## src/rtl/sdram_port_arbiter.sv

```systemverilog
// Round-robin arbiter that funnels NUM_REQ command ports onto one Avalon-MM master.
// One transaction outstanding at a time; reads complete with data or a timeout error.
module sdram_port_arbiter #(
   parameter int unsigned NUM_REQ = 3,
   parameter int unsigned ADDR_W  = 32,
   parameter int unsigned DATA_W  = 32,
   parameter int unsigned TIMEOUT = 255
) (
   input  logic                      clk_clk,
   input  logic                      reset_reset_n,
   input  logic [NUM_REQ-1:0]        req_valid,
   input  logic [NUM_REQ-1:0]        req_write,
   input  logic [NUM_REQ*ADDR_W-1:0] req_addr,
   input  logic [NUM_REQ*DATA_W-1:0] req_wdata,
   output logic [NUM_REQ-1:0]        req_ready,
   output logic [NUM_REQ-1:0]        rsp_valid,
   output logic [DATA_W-1:0]         rsp_rdata,
   output logic                      rsp_err,
   output logic [ADDR_W-1:0]         avm_address,
   output logic [DATA_W-1:0]         avm_writedata,
   output logic                      avm_read,
   output logic                      avm_write,
   input  logic                      avm_waitrequest,
   input  logic                      avm_readdatavalid,
   input  logic [DATA_W-1:0]         avm_readdata,
   output logic                      busy
);

   localparam int unsigned IDX_W = (NUM_REQ > 1) ? $clog2(NUM_REQ) : 1;

   localparam logic [1:0] IDLE   = 2'd0;
   localparam logic [1:0] CMD    = 2'd1;
   localparam logic [1:0] RDWAIT = 2'd2;

   logic [1:0]         state;
   logic [IDX_W-1:0]   last_grant;
   logic [IDX_W-1:0]   grant;
   logic [IDX_W-1:0]   next_grant;
   logic               any_req;
   logic               wr_q;
   logic [15:0]        tmo_cnt;
   logic [NUM_REQ-1:0] grant_oh;
   logic [ADDR_W-1:0]  addr_arr  [NUM_REQ];
   logic [DATA_W-1:0]  wdata_arr [NUM_REQ];

   always_comb begin
      for (int unsigned k = 0; k < NUM_REQ; k++) begin
         addr_arr[k]  = req_addr[k*ADDR_W +: ADDR_W];
         wdata_arr[k] = req_wdata[k*DATA_W +: DATA_W];
      end
   end

   // Search starts one past the last winner so a re-requester goes to the back.
   always_comb begin
      int unsigned cand;
      cand       = '0;
      any_req    = 1'b0;
      next_grant = last_grant;
      for (int unsigned i = 1; i <= NUM_REQ; i++) begin
         cand = 32'(last_grant) + i;
         if (cand >= NUM_REQ) cand = cand - NUM_REQ;
         if (!any_req && req_valid[IDX_W'(cand)]) begin
            any_req    = 1'b1;
            next_grant = IDX_W'(cand);
         end
      end
   end

   assign grant_oh  = NUM_REQ'(1) << grant;
   assign req_ready = (state == CMD && !avm_waitrequest) ? grant_oh : '0;
   assign busy      = (state != IDLE);

   always_ff @(posedge clk_clk or negedge reset_reset_n) begin
      if (!reset_reset_n) begin
         state         <= IDLE;
         last_grant    <= IDX_W'(NUM_REQ - 1);
         grant         <= '0;
         wr_q          <= 1'b0;
         tmo_cnt       <= '0;
         avm_read      <= 1'b0;
         avm_write     <= 1'b0;
         avm_address   <= '0;
         avm_writedata <= '0;
         rsp_valid     <= '0;
         rsp_rdata     <= '0;
         rsp_err       <= 1'b0;
      end else begin
         rsp_valid <= '0;
         rsp_err   <= 1'b0;
         case (state)
            IDLE: begin
               if (any_req) begin
                  state         <= CMD;
                  grant         <= next_grant;
                  last_grant    <= next_grant;
                  wr_q          <= req_write[next_grant];
                  avm_address   <= addr_arr[next_grant];
                  avm_writedata <= wdata_arr[next_grant];
                  avm_read      <= !req_write[next_grant];
                  avm_write     <= req_write[next_grant];
               end
            end
            CMD: begin
               if (!avm_waitrequest) begin
                  avm_read  <= 1'b0;
                  avm_write <= 1'b0;
                  tmo_cnt   <= '0;
                  state     <= wr_q ? IDLE : RDWAIT;
               end
            end
            RDWAIT: begin
               // Returned data takes priority over a timeout expiring in the same cycle.
               if (avm_readdatavalid) begin
                  rsp_valid <= grant_oh;
                  rsp_rdata <= avm_readdata;
                  state     <= IDLE;
               end else if (tmo_cnt == 16'(TIMEOUT - 1)) begin
                  rsp_valid <= grant_oh;
                  rsp_rdata <= '0;
                  rsp_err   <= 1'b1;
                  state     <= IDLE;
               end else begin
                  tmo_cnt <= tmo_cnt + 16'd1;
               end
            end
            default: state <= IDLE;
         endcase
      end
   end

endmodule

```

## config.mk

```make
export PLATFORM = sky130hd
export DESIGN_NAME = sdram_port_arbiter
export DESIGN_NICKNAME = d
export VERILOG_FILES = /design/src/rtl/sdram_port_arbiter.sv
export SDC_FILE = /design/constraint.sdc
export NUM_CORES = 1
export LEC_CHECK = 0
export CORE_MARGIN = 3
export CORE_UTILIZATION = 40
export DETAILED_ROUTE_END_ITERATION = 10
export HOLD_SLACK_MARGIN = 0.03
export PLACE_DENSITY = 0.82
export SYNTH_ARGS = -nofsm -noshare
export SYNTH_HDL_FRONTEND = slang
export SYNTH_SLANG_ARGS = --single-unit
```

## constraint.sdc

```tcl
create_clock -name clk_clk -period 6.6 [get_ports clk_clk]
set_input_delay 1.32 -clock clk_clk [delete_from_list [all_inputs] [get_ports clk_clk]]
set_output_delay 1.32 -clock clk_clk [all_outputs]
set_load 0.05 [all_outputs]
```

==> Yosys cells after proc, flatten, opt, wreduce, memory -nomap -nowiden <==
Index checks and enable logic that the tools add are counted.
{ "word_totals": {"regBits": 125, "inputBits": 234, "out_inout_bits": 106, "wordCells": 101} }
{ "op_classes": {"addsub": 7, "magnitude_cmp": 8, "n_eq_ne": 8, "shifts": 1, "muxes": 47, "bitwise": 1, "n_reduce_logical": 17} }
{ "ops": {"columns": ["cell", "count"], "rows": [
  ["$mux W32", 6],
  ["$bmux W32 S2", 2],
  ["$mux W16", 3],
  ["$pmux W16 S2", 1],
  ["$mux W2", 11],
  ["$add A16 B1 Y16 const B", 1],
  ["$eq A16 B8 Y1 const B", 1],
  ["$mux W1", 13],
  ["$lt A2 B3 Y1 const B", 4],
  ["$mux W3", 4],
  ["$ge A3 B2 Y1 const B", 3],
  ["$bmux W1 S2", 4],
  ["$ne A2 B2 Y1 const B", 4],
  ["$reduce_bool A2 Y1", 4],
  ["$add A2 B2 Y3 const B", 2],
  ["$pmux W2 S3", 1],
  ["$reduce_and A3 Y1", 2],
  ["$sub A2 B2 Y2 const B", 3],
  ["$logic_not A1 Y1", 4],
  ["$pmux W1 S2", 2],
  ["$reduce_and A2 Y1", 2],
  ["$reduce_and A4 Y1", 1],
  ["$add A2 B1 Y3 const B", 1],
  ["$ge A3 B3 Y1 const B", 1],
  ["7 further kinds", 9]
]} }

==> Depth between registers and ports, before layout <==
{ "depth": {"ltp_word": 17, "mapped_depth": 11} }

==> Least setup slack after synthesis <==
No wires, ideal clock.
{ "synth_timing": {"path_type": "input port to output port", "from": "in avm_waitrequest", "to": "out req_ready[0]", "t_arrival_ns": 2.904, "required_time_ns": 5.280, "slack_ns": 2.376, "path_stages": 3, "cell_sequence": "or3b_1 -> clkbuf_1 -> nor3_1"} }
{ "synth_via": {"elab_chain_len": 3} }
{ "synth_rtl": {"columns": ["element", "line", "source"], "rows": [
  ["from (decl)", "23", "input logic avm_waitrequest,"],
  ["$logic_not A1 Y1", null, null],
  ["$logic_and A1 B1 Y1", "70", "assign req_ready = (state == CMD && !avm_waitrequest) ? grant_oh : '0;"],
  ["$mux W3", "70", null],
  ["to (decl)", "15", "output logic [NUM_REQ-1:0] req_ready,"]
]} }
Every way passes these cells.

==> Worst setup path in the final report <==
Ends and elaborated chain as after synthesis.

==> run summary <==
Status: completed
Core Area: 15300 um2
Max Cap Violations: 0
Maximum root-to-sink buffer count: 2
RD Place Congestion: 0.837
Largest net degree at the start of global routing: 81
First-pass GRT wire length: 31000 um
Data arrival, critical path: 3370 ps
Sequential share of the synthesized area: 0.496
RR Endpoint: avm_writedata[4]
Number of buffers created by CTS: 17
RSZ-0062 raised after global routing: false
Max_slew headroom: 0.326
Fraction of the cycle the final worst path needs: 0.711
Post-CTS Setup Repair Bufs: 0
# IOs: 340
Nets: 1158
Leading area contributor after synthesis: dfrtp_1
CP endpoint kind: primary output
Total Wirelength: 20900 um
Final hold slack: 482 ps
Prevailing post-synth register cell: dfrtp_1
FFs w/ async S/R, synth: 1.00
Design Area, Final: 10300 um2
Clock latency on the worst-skew pair: 410 ps
Hold-fix buffers, CTS: 0
Synth Instances: 590
Initial antenna violation count: 0
Hold endpoint: state[1]
Ant. Diodes: 0
Max IR drop VDD: 0.000379 V
Clk_skew: 8.25 ps
Hold Path Class: register to register
Hold path cells: 1
Share of layout cells above drive strength 1: 0.0623
Number of synthesized flops with an enable pin: 0
DR vias: 5861
H-Tree Depth: 4
Grt ovf: 0
P_leak: 0.00463 uW
Vias per cell: 5.13
Sum Neg Setup Slack: 0 ps
CTS-repair resized insts: 0
Tot GR Track Use: 0.235
Initial DRC count: 230
Die X: 131 um
Area delta synth->final: 65.3%
Crit start category: input port
Port bufs: 339
Synthesis Warnings: 0
Worst-margin pin slew: 1010 ps
Clk sinks: 124
Register bit count reported by yosys: 124
Starting Density: 0.410
HPWL after DPL: 15500 um
Final setup viols: 0
Pwr per Cell Area: 592 nW/um2
CTS clk-pin slew, worst paths: 60 ps
Final hold vios: 0
Total power: 6130 uW
Tmin final: 4690 ps
DP Area: 9730 um2
Register-to-register path setup slack: 2790 ps
Mapped Area: 6260 um2
1st-pass router iterations: 6
Fmax: 0.213 GHz
Mean Syn Cell Area: 10.6 um2
Avg WL per Cell: 18.3 um
Num rows: 45
Syn_nets: 830
Post-synth cell types: 51
Die area: 17200 um2
Vias in the first global route: 5907
Top cells by area in the synthesized netlist: dfrtp_1, mux2i_1, o221ai_1, a22o_1, nand2_1
R2R depth: 9
Reg2reg start: last_grant[0]
Crit Path Max Fanout: 10
CTS Root Cell: clkbuf_16
Req. time, crit path: 5280 ps
Hold Crit Start: wr_q
Die H: 131 um
CP Class: input port to primary output
TritonCTS clock tree: done
Post-route DRC: 0
Routed Antenna Nets: 0
Top-area cell type share of the netlist area: 0.492
Final Slew Violations: 0
[metal layers]
metal	vias up	track usage	wire length [um]
met5	-	0	0
li1	2773	-	-
met3	32	0.0859	1990
met1	2812	0.267	7880
met2	244	0.408	10500
met4	0	0.0799	499
[worst max-delay path, cell delays in order]
cell and delay, ps:
clkdlybuf4s50_1 460, or3b_1 530, nor3_1 220, clkdlybuf4s50_1 840
[worst max-delay path by stage]
stage / from / to / slack [ps] / cells after the start
after floorplan: avm_waitrequest / req_ready[0] / 2380 / 3
after global placement: avm_waitrequest / req_ready[0] / 1980 / 4
after detailed placement: avm_waitrequest / req_ready[0] / 1900 / 4
after CTS: avm_waitrequest / req_ready[0] / 1910 / 4
after global routing: avm_waitrequest / req_ready[0] / 1790 / 4
final: avm_waitrequest / req_ready[0] / 1910 / 4
[cell usage after synthesis, types with 3 or more instances]
cell / instances
dfrtp_1: 123
a31o_2: 3
a21oi_1: 9
mux2i_1: 64
inv_1: 70
nand4_1: 6
buf_2: 13
nor3b_1: 3
buf_12: 6
clkbuf_1: 15
nand2b_1: 5
xor2_1: 7
o21ai_0: 6
nor3_1: 5
nand3_1: 8
or3_1: 4
nor2_1: 23
and2_1: 3
a22o_1: 32
o221ai_1: 64
a211oi_1: 3
ha_1: 6
nand3b_1: 3
xnor2_1: 3
nand2_1: 74
[state kept, by name, indices dropped and copies added, names as in the netlist, 2 cells and up]
name and flops:
avm_address 32, state 2, tmo_cnt 16, rsp_rdata 32, last_grant 2, avm_writedata 32, rsp_valid 3
[where the power goes]
part	internal (uW)	switching (uW)
sequential	1110	205
combinational	1430	2410
clock	600	365
[stage by stage]
stage	utilization	setup slack [ps]	instances
5_1_grt	0.678	1790	1142
2_1_floorplan	-	2380	590
4_1_cts	0.678	1910	1142
6_report	0.678	1910	1142
3_3_place_gp	0.638	1980	1110
3_5_place_dp	0.638	1900	1110
[kinds of logic after synthesis]
logic type,count (synthesis),synth area share
AO/OA/AOI/OAI,131,0.177
multiplexers,67,0.109
AND/OR/NAND/NOR,145,0.109
adder cells (fa/ha/maj),6,0.0120
XOR/XNOR,10,0.0140
buffers and inverters,107,0.0835
flip-flops,124,0.496
[cell type report]
class / count / area [um2]
clock buffers: 17 / 425
fillers: 1199 / 4910
multi-input cells: 359 / 2660
repair buffers: 346 / 3440
well taps: 211 / 264
flip-flops and latches: 124 / 3100
inverters: 70 / 263
clock inverters: 15 / 188
[cell usage in the layout, fill, tap and decap left out, types with 2 or more instances in the layout]
| cell | n |
|---|---|
| xnor2_1 | 3 |
| nand2b_1 | 5 |
| a31o_2 | 2 |
| nand2_2 | 2 |
| mux2i_1 | 64 |
| nand3b_1 | 3 |
| a22o_1 | 32 |
| clkinvlp_4 | 3 |
| bufinv_16 | 3 |
| or3b_1 | 2 |
| inv_6 | 5 |
| buf_4 | 8 |
| nor3_1 | 5 |
| nand3_1 | 7 |
| a21oi_4 | 2 |
| nor3b_2 | 4 |
| a21oi_1 | 9 |
| clkdlybuf4s50_1 | 338 |
| nand2_1 | 73 |
| mux2_4 | 2 |
| clkbuf_16 | 17 |
| a211oi_1 | 3 |
| or3_1 | 4 |
| inv_1 | 70 |
| ha_1 | 6 |
| xor2_1 | 7 |
| a21boi_0 | 2 |
| o21ai_0 | 6 |
| and2_1 | 3 |
| nand4_1 | 6 |
| dfrtp_1 | 123 |
| nor2_1 | 23 |
| o221ai_1 | 64 |
| clkinv_4 | 3 |
Power figures use the tool's default switching activity.
